<file path="config.mk">
export PLATFORM = sky130hd
export DESIGN_NAME = akuma_motion_ctrl
export DESIGN_NICKNAME = d
export VERILOG_FILES = /design/src/rtl/akuma_motion_ctrl.sv
export SDC_FILE = /design/constraint.sdc
export NUM_CORES = 1
export LEC_CHECK = 0
export ABC_AREA = 1
export CAP_MARGIN = 40
export CORE_ASPECT_RATIO = 2
export CORE_MARGIN = 8
export CORE_UTILIZATION = 55
export CTS_CLUSTER_SIZE = 16
export DETAILED_ROUTE_END_ITERATION = 8
export PLACE_DENSITY = 0.81
export SKIP_LAST_GASP = 1
export SLEW_MARGIN = 10
export SYNTH_ARGS = -nofsm -noshare
export SYNTH_HDL_FRONTEND = slang
export SYNTH_SLANG_ARGS = --single-unit
</file>
<file path="constraint.sdc">
create_clock -name vga_clk -period 6.3 [get_ports vga_clk]
set_clock_uncertainty 0.15 [all_clocks]
set_input_delay 1.26 -clock vga_clk [delete_from_list [all_inputs] [get_ports vga_clk]]
set_output_delay 1.26 -clock vga_clk [all_outputs]
set_load 0.01 [all_outputs]
</file>
<file path="src/rtl/akuma_motion_ctrl.sv">
// Akuma per-frame motion controller: walk/jump physics on each vsync falling
// edge, driving registered sprite position and facing for the renderers.
`timescale 1ns/1ps
module akuma_motion_ctrl #(
  parameter int         INIT_X     = 100,
  parameter int         GROUND_Y   = 240,
  parameter int         X_MAX      = 499,
  parameter int         WALK_SPEED = 4,
  parameter int         JUMP_V     = 12,
  parameter int         GRAVITY    = 1,
  parameter logic [7:0] KEY_LEFT   = 8'h04,
  parameter logic [7:0] KEY_RIGHT  = 8'h07,
  parameter logic [7:0] KEY_JUMP   = 8'h1A
) (
  input  logic       vga_clk,
  input  logic       Reset,
  input  logic       vs,
  input  logic [7:0] keycode0,
  input  logic [7:0] keycode1,
  output logic [9:0] AkumaX,
  output logic [9:0] AkumaY,
  output logic       facing_left,
  output logic       airborne,
  output logic       walking
);

  typedef enum logic {GROUND, AIR} state_t;

  localparam logic [10:0]        WS11  = 11'(WALK_SPEED);
  localparam logic [10:0]        XM11  = 11'(X_MAX);
  localparam logic signed [10:0] GY11  = 11'(GROUND_Y);
  localparam logic signed [7:0]  VJMP  = 8'(-JUMP_V);
  localparam logic signed [7:0]  VGRV  = 8'(GRAVITY);
  localparam logic [9:0]         X0    = 10'(INIT_X);
  localparam logic [9:0]         Y0    = 10'(GROUND_Y);

  state_t             r_state;
  logic               r_vs;
  logic signed [7:0]  r_vy;
  logic [9:0]         r_x;
  logic [9:0]         r_y;
  logic               r_face;
  logic               r_air;
  logic               r_walk;

  logic               w_tick;
  logic               w_l;
  logic               w_r;
  logic               w_j;
  logic [10:0]        w_x11;
  logic [10:0]        w_sum;
  logic [10:0]        w_nx;
  logic               w_move;
  logic signed [10:0] w_vy11;
  logic signed [10:0] w_ny;

  assign w_tick = r_vs & ~vs;

  assign w_l = (keycode0 == KEY_LEFT)  | (keycode1 == KEY_LEFT);
  assign w_r = (keycode0 == KEY_RIGHT) | (keycode1 == KEY_RIGHT);
  assign w_j = (keycode0 == KEY_JUMP)  | (keycode1 == KEY_JUMP);

  assign w_x11  = {1'b0, r_x};
  assign w_sum  = w_x11 + WS11;
  assign w_vy11 = {{3{r_vy[7]}}, r_vy};
  assign w_ny   = $signed({1'b0, r_y}) + w_vy11;

  // Horizontal target, saturated at both screen edges
  always_comb begin
    w_nx   = w_x11;
    w_move = 1'b0;
    if (w_l && !w_r) begin
      w_nx   = (w_x11 < WS11) ? 11'd0 : w_x11 - WS11;
      w_move = 1'b1;
    end else if (w_r && !w_l) begin
      w_nx   = (w_sum > XM11) ? XM11 : w_sum;
      w_move = 1'b1;
    end
  end

  always_ff @(posedge vga_clk or posedge Reset) begin
    if (Reset) begin
      r_vs    <= 1'b1;
      r_state <= GROUND;
      r_vy    <= '0;
      r_x     <= X0;
      r_y     <= Y0;
      r_face  <= 1'b0;
      r_air   <= 1'b0;
      r_walk  <= 1'b0;
    end else begin
      r_vs <= vs;
      if (w_tick) begin
        r_x    <= w_nx[9:0];
        r_walk <= (w_nx != w_x11);
        if (w_move)
          r_face <= w_l;
        unique case (r_state)
          GROUND: begin
            r_y <= Y0;
            if (w_j) begin
              r_state <= AIR;
              r_vy    <= VJMP;
              r_air   <= 1'b1;
            end
          end
          AIR: begin
            // Landing absorbs all velocity; J is not looked at here
            if (w_ny >= GY11) begin
              r_state <= GROUND;
              r_y     <= Y0;
              r_vy    <= '0;
              r_air   <= 1'b0;
            end else begin
              r_y  <= w_ny[9:0];
              r_vy <= r_vy + VGRV;
            end
          end
          default: r_state <= GROUND;
        endcase
      end
    end
  end

  assign AkumaX      = r_x;
  assign AkumaY      = r_y;
  assign facing_left = r_face;
  assign airborne    = r_air;
  assign walking     = r_walk;

endmodule

</file>
### Word-level counts from Yosys, hierarchy flattened

Index checks and enable logic that the tools add are counted.

| storage, ports and cells | value |
|---|---|
| bits in registers | 33 |
| bits of input ports | 19 |
| output and inout bits | 23 |
| word-level logic and storage cells | 54 |

| operators by class | value |
|---|---|
| add/subtract/negate cells | 4 |
| order comparisons | 3 |
| eq/ne operators | 9 |
| muxes and demuxes | 17 |
| bitwise gates (word level) | 6 |
| reduce and logical (&&, ||, !) cells | 7 |

Operators with widths:

| operator | count |
|---|---|
| 11-bit two-way mux | 4 |
| 8-bit by 3-bit equality test with 1-bit output, second input constant | 4 |
| 10-bit one-hot mux with 2 select lines | 1 |
| 8-bit by 5-bit equality test with 1-bit output, second input constant | 2 |
| 8-bit two-way mux | 2 |
| 8-bit one-hot mux with 2 select lines | 1 |
| 10-bit by 3-bit adder with 11-bit output, second input constant | 1 |
| 11-bit by 8-bit adder with 11-bit output | 1 |
| 11-bit by 9-bit greater-or-equal comparator with 1-bit output, second input constant | 1 |
| 11-bit by 9-bit greater-than comparator with 1-bit output, second input constant | 1 |
| 11-bit by 10-bit inequality test with 1-bit output | 1 |
| 10-bit by 3-bit subtractor with 11-bit output, second input constant | 1 |
| 10-bit by 3-bit less-than comparator with 1-bit output, second input constant | 1 |
| 10-bit two-way mux | 1 |
| 8-bit by 2-bit adder with 8-bit output, second input constant | 1 |
| 1-bit two-way mux | 6 |
| 1-bit one-hot mux with 2 select lines | 2 |
| 2-bit AND reduction | 2 |
| 1-bit OR | 3 |
| 3-bit AND reduction | 1 |
| 1-bit logical AND | 2 |
| 1-bit logical NOT | 2 |
| 2-bit by 1-bit inequality test with 1-bit output, second input constant | 1 |
| 2-bit inequality test, second input constant | 1 |
| other kinds (2) | 3 |

### Logic depth before layout (Yosys ltp)

| logic depth | value |
|---|---|
| depth in word-level cells | 7 |
| gate-level depth with buffers | 20 |
| mapped depth without buffers | 19 |

### Worst setup path after synthesis

OpenSTA, ideal clock, no wires.

| timing path | value |
|---|---|
| kind | input to register |
| start point | in keycode1[4] |
| end point | reg r_walk, in the netlist walking |
| library setup time | 0.117 ns |
| arrival time | 3.237 ns |
| data required time | 6.033 ns |
| path slack | 2.795 ns |
| cell stages on the path | 15 |
| path buffers | 0 |
| cell sequence | nor4_1 > inv_1 > o32ai_1 > ha_1 > inv_1 > nor2_1 > inv_1 > o22ai_1 > nand2_2 > nand3_1 > nand2_1 > nor2_1 > nand2_1 > nor2_1 > nor2_1 |

| on the way | value |
|---|---|
| cells in the longest elaborated chain, start to end | 7 |
| elaborated cells between the ends (all ways) | 11 |
| those cells by class | 3 x eq/ne; 2 x mux; 2 x bitwise; 4 x reduce/logical |

RTL lines:

| what | RTL line | source |
|---|---|---|
| start: declaration | 19 | `input logic [7:0] keycode1,` |
| 8-bit by 3-bit equality test with 1-bit output | 59 | `assign w_l = (keycode0 == KEY_LEFT) \| (keycode1 == KEY_LEFT);` |
| 1-bit OR | 59 |  |
| 1-bit logical NOT | 75 | `end else if (w_r && !w_l) begin` |
| 1-bit logical AND | 75 |  |
| 11-bit two-way mux | 75 |  |
| 11-bit two-way mux (*) | 72 | `if (w_l && !w_r) begin` |
| 11-bit by 10-bit inequality test with 1-bit output (*) | 95 | `r_walk <= (w_nx != w_x11);` |
| end signal: assignment | 95 |  |
| end: declaration | 44 | `logic r_walk;` |

Mark *: on every way between the ends. The rest lies on a longest branch, timed or not.
A chain may end at the register's enable or synchronous reset.

### Worst setup path after layout

Same ends and word-level chain as after synthesis.

==> metrics.txt <==
status complete, no violations; initial antenna violation count 0; # DRC 0; CTS buffer count 5; Root Buffer clkbuf_8; Int Pwr 0.730 mW; DR WL/cell 16.3 µm; asr flop ratio synth 100%; gr usage total 22.5%; vias in the first global route 2919; Hold WS roughly 0.38 ns; Row Count 36; crit path kind input port to register; sequential share of power 29.0%; Final #Nets 480; DRT Pass-1 Iters 7; Rel. slew slack about 63%; fmax 249 MHz; Setup WS pre-CTS between 1.5 and 2 ns; area grow syn2layout 20.1%; synth unique cells 39; Seq/Total Area, Yosys between 30% and 40%; max-slew violations 0; top cell type's share of synthesized area 22.9%; synthesized area 2730 µm²; Initial Util 56.7%; Sw Share 49.0%; CTS Sinks 33; period utilisation layout between 60% and 70%; Setup TNS Final 0 ns; critical path peak fanout 6; CTS max path bufs 2; # fillers 432; Leak between 1.5 and 2 nW; post-synthesis cell count 403; post-cts hold buffer count 0; RSZ-0062 raised after global routing no; net switching power between 0.7 and 0.8 mW; PostCTS Resize Cnt 0; number of synthesized flops with an enable pin 0; layout cell share with drive strength beyond 1 ~6.7%; fin crit period 4.02 ns; Max rail drop VDD between 0.0003 and 0.0004 V; Syn Area/Cell 6.78 µm²; max-cap viol count 0; flops & latches, synth 33; Die Area 7620 µm²; Post-Syn Nets 438; clock share of power 11.7%; pin count of the biggest net entering global routing 34; yosys warns 0; final setup margin around 2.3 ns; chip height 116 µm; Die Wd 65.8 µm; gpl congestion 1.02; hold crit path type register to register; total wire length 8210 µm; first-pass GRT wire length 13200 µm; Critical Path Start Type input port; H-Tree Level Count 2; Reg clk slew, reported paths 0.07 ns; postcts setup bufs 0; vias after detailed routing 2852; Setup crit end kind register; final hold vios 0; # IOs 42; CORE AREA 4820 µm²; dpl hpwl approximately 6500 µm; ant diodes 0; Starting DRT DRC Count 204; power density cells around 440 nW/µm²; WP data required 6.34 ns; leading area contributor after synthesis dfrtp_1; CTS tree done; via density per instance between 5 and 6; clk_lat worst skew 0.29 ns; Worst-Margin Slew between 0.5 and 0.6 ns; antenna-violating nets left 0; IO Port Bufs 41; grt ovf 0; Logic pwr share about three fifths; top post-synthesis cells by area dfrtp_1 23%, nand2_1 16%, dfstp_2 7.7%, inv_1 7.0%, ha_1 6.9%; CP arrival 4.05 ns; Final Setup Violations 0; Main synth FF type dfrtp_1
## registers in the layout, summed over array words and instances (netlist names)
signal,cells
walking,1
airborne,1
r_state,1
facing_left,1
AkumaX,10
AkumaY,10
r_vs,1
r_vy,8
## worst max-delay path: stages
cell and delay (ns):
clkdlybuf4s50_1 0.42, nor4_1 0.27, inv_1 0.09, o32ai_1 0.33, ha_1 0.39, inv_1 0.16, nor2_1 0.31, inv_1 0.12
o22ai_1 0.17, nand2_2 0.10, nand3_1 0.07, nand2_1 0.07, nor2_1 0.10, nand2_1 0.05, nor2_1 0.10, nor2_1 0.04
## final cells by class
type | count | area (µm²) | share of cell area (%)
Multi-Input combinational cell | 309 | 1660 | 50.6
Clock buffer | 8 | 90.1 | 2.75
Sequential cell | 33 | 836 | 25.5
Tap cell | 57 | 71.3 | 2.17
Inverter | 53 | 199 | 6.06
Timing Repair Buffer | 43 | 425 | 13.0
## cells in the final DEF (no fill, tap or decap), drive strengths merged
master,Yosys,final
nor2,44,44
nand3,23,23
xnor2,4,4
nor3,4,4
fa,1,1
a31oi,2,2
o211ai,1,1
inv,53,53
nand4,11,11
a311o,1,1
clkdlybuf4s50,0,41
o21a,2,2
o221ai,1,1
xor2,13,13
dfrtp,25,25
nand2,118,118
buf,3,2
a21oi,18,18
clkbuf,5,8
o21bai,5,5
ha,15,15
o2111ai,1,1
o31ai,1,1
o22ai,1,1
nor4,4,4
o21ai,37,37
dfstp,8,8
o32ai,1,1
nand3b,1,1
## metal layers
layer	vias to the layer above	track usage (%)	routed length [µm]
li1	1393	-	-
met1	1320	18.8	2710
met2	101	43.4	4670
met3	38	3.39	291
met4	0	18.6	548
met5	-	0	0
## cells by family after synthesis
kind of cell	after synthesis	share of synthesized area [%]
AOI/OAI and AO/OA	71	15.1
xor gates and xnor gates	17	5.72
adders and majority gates	16	7.60
buffers and inverters	61	8.70
DFF	33	30.6
and+or+nand+nor	205	32.3
## cells in the mapped netlist (all sizes together), types with 2 or more instances
cell type,number
nand2,118
inv,53
nor2,44
o21ai,37
dfrtp,25
nand3,23
a21oi,18
ha,15
xor2,13
nand4,11
dfstp,8
clkbuf,5
o21bai,5
nor3,4
nor4,4
xnor2,4
buf,3
a31oi,2
o21a,2
## through the flow
step,instance area [µm²],power (mW),utilization (%),cells
finish,3280,1.43,68.1,503
global route,3280,1.55,68.1,503
CTS,3280,1.43,68.1,503
detailed placement,3190,1.26,66.2,495
global placement,3190,1.24,66.2,495
floorplan,2730,0.992,-,403
## power by group through the flow
stage	registers (mW)	logic [mW]	clock network [mW]
2_1_floorplan	0.388	0.604	0
3_3_place_gp	0.412	0.830	0
3_5_place_dp	0.415	0.843	0
4_1_cts	0.412	0.849	0.173
5_1_grt	0.423	0.952	0.178
6_report	0.416	0.847	0.168
## path summary, 6_finish.rpt
kind                                   from        end  slack, ns  cells after the start
worst min register to register     airborne   airborne       0.38                      2
worst min-delay path               airborne   airborne       0.38                      2
min in group asynchronous             Reset  AkumaY[2]       1.20                      3
worst max-delay path            keycode1[4]    walking       2.28                     16
max in group asynchronous             Reset       r_vs       4.45                      3
worst max register to register      r_vy[0]  AkumaY[5]       3.42                     15
No activity file was read; power rests on OpenSTA's default activity.
